[config.mk]
export PLATFORM = sky130hd
export DESIGN_NAME = decode_scoreboard
export DESIGN_NICKNAME = d
export VERILOG_FILES = /design/src/rtl/decode_scoreboard.sv
export SDC_FILE = /design/constraint.sdc
export NUM_CORES = 2
export LEC_CHECK = 0
export CORE_MARGIN = 5
export CORE_UTILIZATION = 35
export DETAILED_ROUTE_END_ITERATION = 7
export HOLD_SLACK_MARGIN = 0.08
export SLEW_MARGIN = 30
export SYNTH_ARGS = -nofsm -noshare
export SYNTH_HDL_FRONTEND = slang
export SYNTH_SLANG_ARGS = --single-unit
[constraint.sdc]
create_clock -name clk -period 3.1 [get_ports clk]
set_input_delay 0.31 -clock clk [delete_from_list [all_inputs] [get_ports clk]]
set_output_delay 0.31 -clock clk [all_outputs]
set_load 0.03 [all_outputs]
[src/rtl/decode_scoreboard.sv]
// Decode stage with architectural register file, pending-write scoreboard,
// write-back bypass, flush and a registered ID/EX output.
//
// Handshake: a transfer into ID/EX happens on a posedge where id_ready=1
// (if_valid=1, no hazard, no flush, and ID/EX empty or ex_ready=1); a
// transfer out of ID/EX happens on a posedge where ex_valid=1 and ex_ready=1.
// While ex_valid=1 and ex_ready=0 every ex_* output holds.
module decode_scoreboard #(
  parameter int DATA_W   = 32,
  parameter int NUM_REGS = 32
) (
  input  logic              clk,
  input  logic              rst_n,
  input  logic              if_valid,
  input  logic [31:0]       if_ir,
  output logic              id_ready,
  input  logic              flush,
  input  logic              ex_ready,
  output logic              ex_valid,
  output logic [31:0]       ex_ir,
  output logic [DATA_W-1:0] ex_a,
  output logic [DATA_W-1:0] ex_b,
  output logic [DATA_W-1:0] ex_imm,
  input  logic              wb_valid,
  input  logic [31:0]       wb_ir,
  input  logic [DATA_W-1:0] wb_res
);

  logic [DATA_W-1:0]   regs [NUM_REGS];
  logic [NUM_REGS-1:0] pend;
  logic [NUM_REGS-1:0] pend_nxt;
  logic [NUM_REGS-1:0] wb_clr;
  logic [NUM_REGS-1:0] eff_pend;

  // ALU or LW with an implemented, non-zero destination.
  function automatic logic is_writer(input logic [31:0] ir);
    logic [5:0] op;
    op = ir[31:26];
    return ((op[5:4] == 2'b00) || (op == 6'b010001)) &&
           (ir[25:21] != 5'd0) && (int'(ir[25:21]) < NUM_REGS);
  endfunction

  logic [5:0] op;
  logic [4:0] ri, rj, rk;
  logic       is_beq, is_jmp, is_other, is_alu, is_lw, dec_wr;
  logic       use_i, use_j, use_k;
  logic       wb_we;
  logic [4:0] wb_dst;
  logic [4:0] ex_ri;
  logic       hazard;
  logic [DATA_W-1:0] rd_i, rd_j, rd_k;
  logic [DATA_W-1:0] dec_a, dec_b, dec_imm;

  assign op       = if_ir[31:26];
  assign ri       = if_ir[25:21];
  assign rj       = if_ir[20:16];
  assign rk       = if_ir[15:11];
  assign is_alu   = (op[5:4] == 2'b00);
  assign is_lw    = (op == 6'b010001);
  assign is_beq   = (op == 6'b100000);
  assign is_jmp   = (op == 6'b100001);
  assign is_other = ~is_alu & ~is_lw & ~is_beq & ~is_jmp;
  assign dec_wr   = is_writer(if_ir);
  // Ri is checked as a source (BEQ/OTHER) or as a WAW destination (writers).
  assign use_i    = is_beq | is_other | dec_wr;
  assign use_j    = ~is_jmp;
  assign use_k    = is_alu;
  assign wb_we    = wb_valid & is_writer(wb_ir);
  assign wb_dst   = wb_ir[25:21];
  assign ex_ri    = ex_ir[25:21];

  // Pending bits as seen this cycle: a write-back in flight already counts as done.
  always_comb begin
    wb_clr = '0;
    for (int i = 0; i < NUM_REGS; i++) begin
      if (wb_we && (int'(wb_dst) == i)) wb_clr[i] = 1'b1;
    end
    eff_pend = pend & ~wb_clr;
  end

  // RAW/WAW interlock against the scoreboard; register 0 is never a hazard.
  always_comb begin
    hazard = 1'b0;
    for (int i = 1; i < NUM_REGS; i++) begin
      if (eff_pend[i] && ((use_i && int'(ri) == i) ||
                          (use_j && int'(rj) == i) ||
                          (use_k && int'(rk) == i))) begin
        hazard = 1'b1;
      end
    end
    if (!if_valid) hazard = 1'b0;
  end

  assign id_ready = if_valid & ~hazard & ~flush & (~ex_valid | ex_ready);

  // Operand reads with write-back bypass; unimplemented indices read 0.
  always_comb begin
    rd_i = '0;
    rd_j = '0;
    rd_k = '0;
    if (ri != 5'd0 && int'(ri) < NUM_REGS)
      rd_i = (wb_we && wb_dst == ri) ? wb_res : regs[ri];
    if (rj != 5'd0 && int'(rj) < NUM_REGS)
      rd_j = (wb_we && wb_dst == rj) ? wb_res : regs[rj];
    if (rk != 5'd0 && int'(rk) < NUM_REGS)
      rd_k = (wb_we && wb_dst == rk) ? wb_res : regs[rk];
  end

  // Operand and immediate mapping by instruction class.
  always_comb begin
    dec_a   = is_beq ? (rd_i ^ rd_j) : (is_jmp ? '0 : rd_j);
    dec_b   = is_alu ? rd_k : rd_i;
    dec_imm = is_jmp ? {{(DATA_W-26){if_ir[25]}}, if_ir[25:0]}
                     : {{(DATA_W-16){if_ir[15]}}, if_ir[15:0]};
  end

  // Next scoreboard: write-back clear, flush clear, then issue set (set wins).
  always_comb begin
    pend_nxt = pend & ~wb_clr;
    for (int i = 0; i < NUM_REGS; i++) begin
      if (flush && ex_valid && is_writer(ex_ir) && int'(ex_ri) == i) pend_nxt[i] = 1'b0;
      if (id_ready && dec_wr && int'(ri) == i) pend_nxt[i] = 1'b1;
    end
  end

  // Register file and scoreboard state.
  always_ff @(posedge clk or negedge rst_n) begin
    if (!rst_n) begin
      for (int i = 0; i < NUM_REGS; i++) regs[i] <= '0;
      pend <= '0;
    end else begin
      if (wb_we) regs[wb_dst] <= wb_res;
      pend <= pend_nxt;
    end
  end

  // ID/EX register: flush beats issue, issue beats bubble, otherwise hold.
  always_ff @(posedge clk or negedge rst_n) begin
    if (!rst_n) begin
      ex_valid <= 1'b0;
      ex_ir    <= '0;
      ex_a     <= '0;
      ex_b     <= '0;
      ex_imm   <= '0;
    end else if (flush) begin
      ex_valid <= 1'b0;
    end else if (id_ready) begin
      ex_valid <= 1'b1;
      ex_ir    <= if_ir;
      ex_a     <= dec_a;
      ex_b     <= dec_b;
      ex_imm   <= dec_imm;
    end else if (ex_ready) begin
      ex_valid <= 1'b0;
    end
  end

endmodule

* Word-level counts from Yosys, hierarchy flattened
Cells that the tools add are included.
Operators by class: reductions and logical operators 308, magnitude comparators 5, equal/unequal tests 163, bitwise logic cells 24, muxes and demuxes 153
Operators by type and width (count):
- 1024-bit bitwise mux | 1
- 32-bit two-way mux | 17
- 32-bit binary-select mux with 5-bit select | 3
- 5-bit == test, second input constant | 80
- 1-bit logical AND | 230
- 5-bit by 4-bit == test with 1-bit output, second input constant | 40
- 32-bit demux with 5-bit select | 1
- 1-bit two-way mux | 131
- 5-bit by 3-bit == test with 1-bit output, second input constant | 20
- 1-bit logical OR | 65
- 5-bit by 2-bit == test with 1-bit output, second input constant | 10
- 32-bit bitwise AND | 1
- 32-bit inverter | 1
- 32-bit XOR | 1
- 5-bit by 1-bit == test with 1-bit output, second input constant | 5
- 5-bit nonzero test | 5
- 6-bit >= comparator, second input constant | 4
- 5-bit inverter with 6-bit output | 4
- 6-bit by 5-bit == test with 1-bit output, second input constant | 3
- 5-bit == test | 3
- 5-bit logical NOT | 3
- 6-bit == test, second input constant | 2
- 1-bit bitwise AND | 7
- 1-bit inverter | 7
- other kinds (5) | 9
Word-level totals: bits in registers 1185, bits of input ports 102, word-level logic and storage cells 691, output and inout port bits 130

* Logic depth before layout (Yosys ltp)
depth after elaboration 50, depth in mapped cells 13, mapped depth without buffers 8

* Worst setup path after synthesis
Ideal clock, no wire load.
path type input to register, from input if_ir[11], to register ex_b[22], arrival 3074 ps, setup slack -102 ps, stages 8, buffers on the path 3, setup time 127 ps, required time 2973 ps, path through clkbuf_1 buf_1 buf_1 mux4_2 mux4_2 mux2i_1 o21ai_0 mux2_1
On the way: cells in the longest elaborated chain, start to end 41, elaborated cells between the ends (all ways) 171, classes of those cells eq/ne (32); mux (38); bitwise (5); reduce/logical (96)
Ends and longest elaborated chain:
- start, declared | RTL line 15 | input logic [31:0] if_ir,
- 5-bit by 2-bit == test with 1-bit output | RTL line 87 | (use_k && int'(rk) == i))) begin
- 1-bit logical AND | RTL line 87
- 1-bit logical OR | RTL line 86 | (use_j && int'(rj) == i) ||
- 1-bit logical AND | RTL line 85 | if (eff_pend[i] && ((use_i && int'(ri) == i) ||
- 1-bit two-way mux (31 in a row) | RTL line 85
- 1-bit two-way mux | RTL line 91 | if (!if_valid) hazard = 1'b0;
- 1-bit inverter | RTL line 94 | assign id_ready = if_valid & ~hazard & ~flush & (~ex_valid | ex_ready);
- 1-bit bitwise AND (3 in a row) | RTL line 94
- 2-bit AND reduction (no source line)
- end signal, assigned | RTL line 143 | ex_b <= '0;
- end signal, assigned | RTL line 151 | ex_b <= dec_b;
- end, declared | RTL line 22 | output logic [DATA_W-1:0] ex_b,
Parallel ways exist; a longest one is shown, timed or not. The select of a mux whose other input is x is not followed. A chain may end at the register's enable or synchronous reset.

* Worst setup path in the final report
from input wb_ir[28], to output id_ready
On the way: cells in the longest elaborated chain, start to end 45, elaborated cells between the ends (all ways) 135, classes of those cells eq/ne (1); mux (63); bitwise (7); reduce/logical (64)
Ends and longest elaborated chain:
- start, declared | RTL line 25 | input logic [31:0] wb_ir,
- 6-bit by 5-bit == test with 1-bit output * | RTL line 39 | return ((op[5:4] == 2'b00) || (op == 6'b010001)) &&
- 1-bit logical OR * | RTL line 39
- 1-bit logical AND * | RTL line 39
- 1-bit bitwise AND * | RTL line 68 | assign wb_we = wb_valid & is_writer(wb_ir);
- 1-bit logical AND | RTL line 76 | if (wb_we && (int'(wb_dst) == i)) wb_clr[i] = 1'b1;
- 1-bit two-way mux | RTL line 76
- 32-bit inverter * | RTL line 78 | eff_pend = pend & ~wb_clr;
- 32-bit bitwise AND * | RTL line 78
- 1-bit logical AND | RTL line 85
- 1-bit two-way mux (30 in a row) | RTL line 85
- 1-bit two-way mux * | RTL line 85
- 1-bit two-way mux * | RTL line 91
- 1-bit inverter * | RTL line 94
- 1-bit bitwise AND * (3 in a row) | RTL line 94
- end, declared | RTL line 16 | output logic id_ready,
Mark *: on every way between the ends. The rest lies on a longest branch, timed or not.

==> report_table.html <==
<table>
<tr><th>Metric</th><th>Value</th></tr>
<tr><th colspan="2">Status</th></tr>
<tr><td>Run status</td><td>finished with violations</td></tr>
<tr><td>Failing checks</td><td>negative setup slack</td></tr>
<tr><th colspan="2">Routing</th></tr>
<tr><td>Vias per std cell</td><td>6.440</td></tr>
<tr><td>Antenna Violating Nets Remaining</td><td>0</td></tr>
<tr><td>Detailed-route DRC error count</td><td>0</td></tr>
<tr><td>Number of design-rule violations left by the first detailed-router iteration</td><td>5717</td></tr>
<tr><td>First-pass iteration count of the detailed router</td><td>7</td></tr>
<tr><td>Routed wirelength normalized by instance count</td><td>33.61 um</td></tr>
<tr><td>Routed via count</td><td>50920</td></tr>
<tr><td>Final wirelength</td><td>265700 um</td></tr>
<tr><th colspan="2">Floorplan</th></tr>
<tr><td>Die Area</td><td>207900 um^2</td></tr>
<tr><td>Ports</td><td>232</td></tr>
<tr><td>Y dimension of the die</td><td>455.9 um</td></tr>
<tr><td>Core ar.</td><td>197600 um^2</td></tr>
<tr><td># rows</td><td>163</td></tr>
<tr><td>Die width</td><td>455.9 um</td></tr>
<tr><td>Initial Utilization</td><td>35.22%</td></tr>
<tr><th colspan="2">Layout</th></tr>
<tr><td>Multi-input logic area</td><td>38680 um^2</td></tr>
<tr><td>Layout overhead on the synthesized area</td><td>21.00%</td></tr>
<tr><td>Final Instance Area</td><td>84210 um^2</td></tr>
<tr><td>Sequential Area</td><td>29080 um^2</td></tr>
<tr><td>Final Net Count</td><td>5268</td></tr>
<tr><td>Number of filler instances in the final layout</td><td>17780</td></tr>
<tr><td>Fraction of final layout cells with drive strength greater than 1</td><td>53.06%</td></tr>
<tr><td>Final cell utilization of the core</td><td>42.61%</td></tr>
<tr><th colspan="2">Placement</th></tr>
<tr><td>Number of port buffers</td><td>210</td></tr>
<tr><td>GPL Wtd Cong</td><td>0.9447</td></tr>
<tr><td>Post-Place Cell Area</td><td>79230 um^2</td></tr>
<tr><td>Detailed Place HPWL</td><td>166900 um</td></tr>
<tr><td>Placement Setup Slack</td><td>-0.7585 ns</td></tr>
<tr><th colspan="2">Synthesis</th></tr>
<tr><td>Post-Synthesis Cells</td><td>4783</td></tr>
<tr><td>Post-Syn Area</td><td>69590 um^2</td></tr>
<tr><td>Count of synthesis-stage warnings from yosys</td><td>0</td></tr>
<tr><td>Synth area leader</td><td>sky130_fd_sc_hd__dfrtp_1</td></tr>
<tr><td>Mapped Avg Cell Area</td><td>14.55 um^2</td></tr>
<tr><td>Total nets after synthesis</td><td>4885</td></tr>
<tr><td>Flip-flop cell with the highest count after synthesis</td><td>sky130_fd_sc_hd__dfrtp_1</td></tr>
<tr><td>Sequential cell area fraction in the yosys report</td><td>41.78%</td></tr>
<tr><td>Most instantiated library cell after synthesis</td><td>sky130_fd_sc_hd__dfrtp_1</td></tr>
<tr><td>Number of synthesized register bits</td><td>1162</td></tr>
<tr><td>Top cell type's share of synthesized area</td><td>41.78%</td></tr>
<tr><td>EDFF count, synth</td><td>0</td></tr>
<tr><td>Synth cell count leaders</td><td>1162 x sky130_fd_sc_hd__dfrtp_1, 1026 x sky130_fd_sc_hd__mux2_2, 830 x sky130_fd_sc_hd__mux4_2, 419 x sky130_fd_sc_hd__clkbuf_1, 241 x sky130_fd_sc_hd__o22ai_1</td></tr>
<tr><td>Number of distinct library cell variants in the gate-level netlist after synthesis</td><td>70</td></tr>
<tr><td>Share of flip-flops with an asynchronous set or reset after synthesis</td><td>100.0%</td></tr>
<tr><td>Top cells by area in the synthesized netlist</td><td>sky130_fd_sc_hd__dfrtp_1 42%, sky130_fd_sc_hd__mux4_2 27%, sky130_fd_sc_hd__mux2_2 17%, sky130_fd_sc_hd__clkbuf_1 2.3%, sky130_fd_sc_hd__o22ai_1 2.2%</td></tr>
<tr><th colspan="2">CTS</th></tr>
<tr><td>CTS buffer count</td><td>132</td></tr>
<tr><td>CTS Sinks</td><td>1162</td></tr>
<tr><td>Maximum clock path buffer count</td><td>3</td></tr>
<tr><td>Worst-path clk slew</td><td>0.05 ns</td></tr>
<tr><td>Max H-tree Level</td><td>4</td></tr>
<tr><td>TritonCTS clock tree</td><td>built</td></tr>
<tr><td>Master cell of the clock root buffer</td><td>sky130_fd_sc_hd__clkbuf_16</td></tr>
<tr><td>Clk_lat worst skew</td><td>0.80 ns</td></tr>
<tr><th colspan="2">Power</th></tr>
<tr><td>Power density over cell area</td><td>511.6 nW/um^2</td></tr>
<tr><td>Leakage component of the power</td><td>35.44 nW</td></tr>
<tr><td>Peak VDD IR</td><td>0.0005890 V</td></tr>
<tr><th colspan="2">GRT</th></tr>
<tr><td>Number of global-route vias before repair</td><td>51880</td></tr>
<tr><td>Wire length of the first global-routing pass</td><td>384200 um</td></tr>
<tr><td>Global router's overall resource usage</td><td>25.16%</td></tr>
<tr><td>Maximum number of pins on one net before global-route repair</td><td>120</td></tr>
<tr><td>Initial antenna violation count</td><td>11</td></tr>
<tr><td>GR Overflow Total</td><td>0</td></tr>
<tr><th colspan="2">Timing</th></tr>
<tr><td>Number of setup violations in the final report</td><td>1</td></tr>
<tr><td>RSZ-0062 raised after global routing</td><td>true</td></tr>
<tr><td>Fraction of the cycle the final worst path needs</td><td>102.4%</td></tr>
<tr><td>Pins over their slew limit</td><td>0</td></tr>
<tr><td>Final WS setup</td><td>-0.07427 ns</td></tr>
<tr><td>Largest clock skew in the final design</td><td>0.02971 ns</td></tr>
<tr><td>Upper clock frequency limit</td><td>315.0 MHz</td></tr>
<tr><td>Normalized max-slew margin</td><td>26.63%</td></tr>
<tr><td>Slew at the pin with the worst max-slew slack</td><td>1.101 ns</td></tr>
<tr><td>Tmin final</td><td>3.174 ns</td></tr>
<tr><td>Hold violation count in the final report</td><td>0</td></tr>
<tr><th colspan="2">Worst setup path</th></tr>
<tr><td>R2R depth</td><td>6</td></tr>
<tr><td>End point of the critical path</td><td>id_ready</td></tr>
<tr><td>Worst endpoint required time</td><td>2.79 ns</td></tr>
<tr><td>Critical path class</td><td>in -&gt; out</td></tr>
<tr><td>FF-to-FF Start</td><td>ex_ir[27]</td></tr>
<tr><td>Highest net fanout along the worst path</td><td>4</td></tr>
<tr><td>Data arrival time of the critical path</td><td>2.86 ns</td></tr>
<tr><td>Kind of end point of the critical path</td><td>output pin</td></tr>
<tr><td>Capturing point of the worst reg2reg path</td><td>pend[30]</td></tr>
<tr><td>Critical path startpoint</td><td>wb_ir[28]</td></tr>
<tr><td>Register-to-Register Setup Slack</td><td>0.46 ns</td></tr>
<tr><td>Type of element launching the critical path</td><td>input pin</td></tr>
<tr><th colspan="2">Hold path</th></tr>
<tr><td>HP Class</td><td>in -&gt; reg</td></tr>
<tr><th colspan="2">Run</th></tr>
<tr><td>Maximum capacitance violations</td><td>0</td></tr>
</table>
power breakdown:
group / total [mW] / internal, mW / switching [mW]
sequential: 18.1 / 16.6 / 1.46
clock: 16.2 / 9.45 / 6.76
combinational: 8.78 / 4.58 / 4.20
total: 43.1 / 30.7 / 12.4
metal layers:
layer	vias up	part of all wire [%]	wire, um	global-route usage [%]
met5	-	0.0049	13	0
met1	27340	40	106400	34.11
met4	2	5.1	13500	11.34
met3	667	9.7	25800	6.456
met2	2970	45	120000	38.13
li1	19940	-	-	-
worst max-delay path, cell delays in order:
cell	delay, ns
sky130_fd_sc_hd__buf_6	0.09
sky130_fd_sc_hd__or4b_4	0.54
sky130_fd_sc_hd__a2111o_1	0.53
sky130_fd_sc_hd__buf_6	0.19
sky130_fd_sc_hd__nor2_4	0.08
sky130_fd_sc_hd__and3b_2	0.23
sky130_fd_sc_hd__nor4_4	0.32
sky130_fd_sc_hd__nand4_4	0.17
sky130_fd_sc_hd__nor2_8	0.23
sky130_fd_sc_hd__buf_8	0.15
cell type report:
type,count,area share (%)
Multi-Input combinational cell,3018,45.93
Sequential cell,1162,34.53
Timing Repair Buffer,836,10.33
Clock buffer,190,4.605
Tap cell,2640,3.923
Clock inverter,40,0.5988
Inverter,16,0.07132
Antenna cell,5,0.01486
cells by family (layout without fill, tap and decap cells):
family | after synthesis | in the layout | synth area share (%)
muxes | 1990 | 1990 | 45.55
DFF | 1162 | 1162 | 41.78
and+or+nand+nor | 383 | 383 | 3.092
other | 0 | 5 | 0
AOI/OAI and AO/OA | 630 | 630 | 5.856
buffers and inverters | 603 | 1082 | 3.533
xor gates and xnor gates | 15 | 15 | 0.1888
through the flow:
stage / instances / total power [mW] / TNS, ns / hold slack, ns
2_1_floorplan: 4783 / 23.25 / -0.4967 / 0.01441
3_3_place_gp: 7635 / 26.76 / -216.15 / 0.2472
3_5_place_dp: 7635 / 26.97 / -172.18 / 0.2545
4_1_cts: 7896 / 43.27 / -0.01476 / 0.08278
5_1_grt: 7904 / 44.58 / -0.1232 / 0.1261
6_report: 7907 / 43.08 / -0.07427 / 0.1392
state kept, by name, summed over array words and instances (netlist names):
name      count
regs       1024
pend         31
ex_a         32
ex_b         32
ex_valid      1
ex_imm       10
ex_ir        32
worst min-delay path by stage:
stage	from	to	slack [ns]	depth (start not counted)
after floorplan	rst_n	ex_a[0]	0.01	0
after global placement	rst_n	regs[906]	0.25	1
after detailed placement	rst_n	regs[970]	0.25	1
after CTS	if_ir[22]	pend[1]	0.08	5
after global routing	if_ir[0]	ex_ir[0]	0.13	2
final	if_ir[0]	ex_ir[0]	0.14	2
repair_timing:
item	4_1_cts	5_1_grt
hold buffers	22	0
cloned	0	0
resized for setup	83	9
endpoints found under the hold margin	983	0
buffers inserted	10	7
endpoints found under the setup margin	1	6
pin swaps	24	9
placed cells by master, fill, tap and decap left out, drive strengths merged, types with 13 or more instances in the layout:
cell type | synthesis | layout
nand2b | 13 | 13
mux2i | 45 | 45
nor4 | 39 | 39
buf | 168 | 620
inv | 16 | 23
nand2 | 33 | 33
a22oi | 56 | 56
nor3 | 73 | 73
clkbuf | 419 | 190
clkdlybuf4s50 | 0 | 183
o21bai | 14 | 14
dfrtp | 1162 | 1162
o41ai | 23 | 23
and2 | 24 | 24
mux2 | 1115 | 1115
clkinv | 0 | 21
dlygate4sd3 | 0 | 22
a21oi | 43 | 43
mux4 | 830 | 830
xor2 | 13 | 13
a211oi | 17 | 17
o21ai | 141 | 141
o22ai | 241 | 241
nor2 | 108 | 108
nand3b | 18 | 18
o221ai | 21 | 21
o211ai | 25 | 25
(Power assumes the default switching activity.)
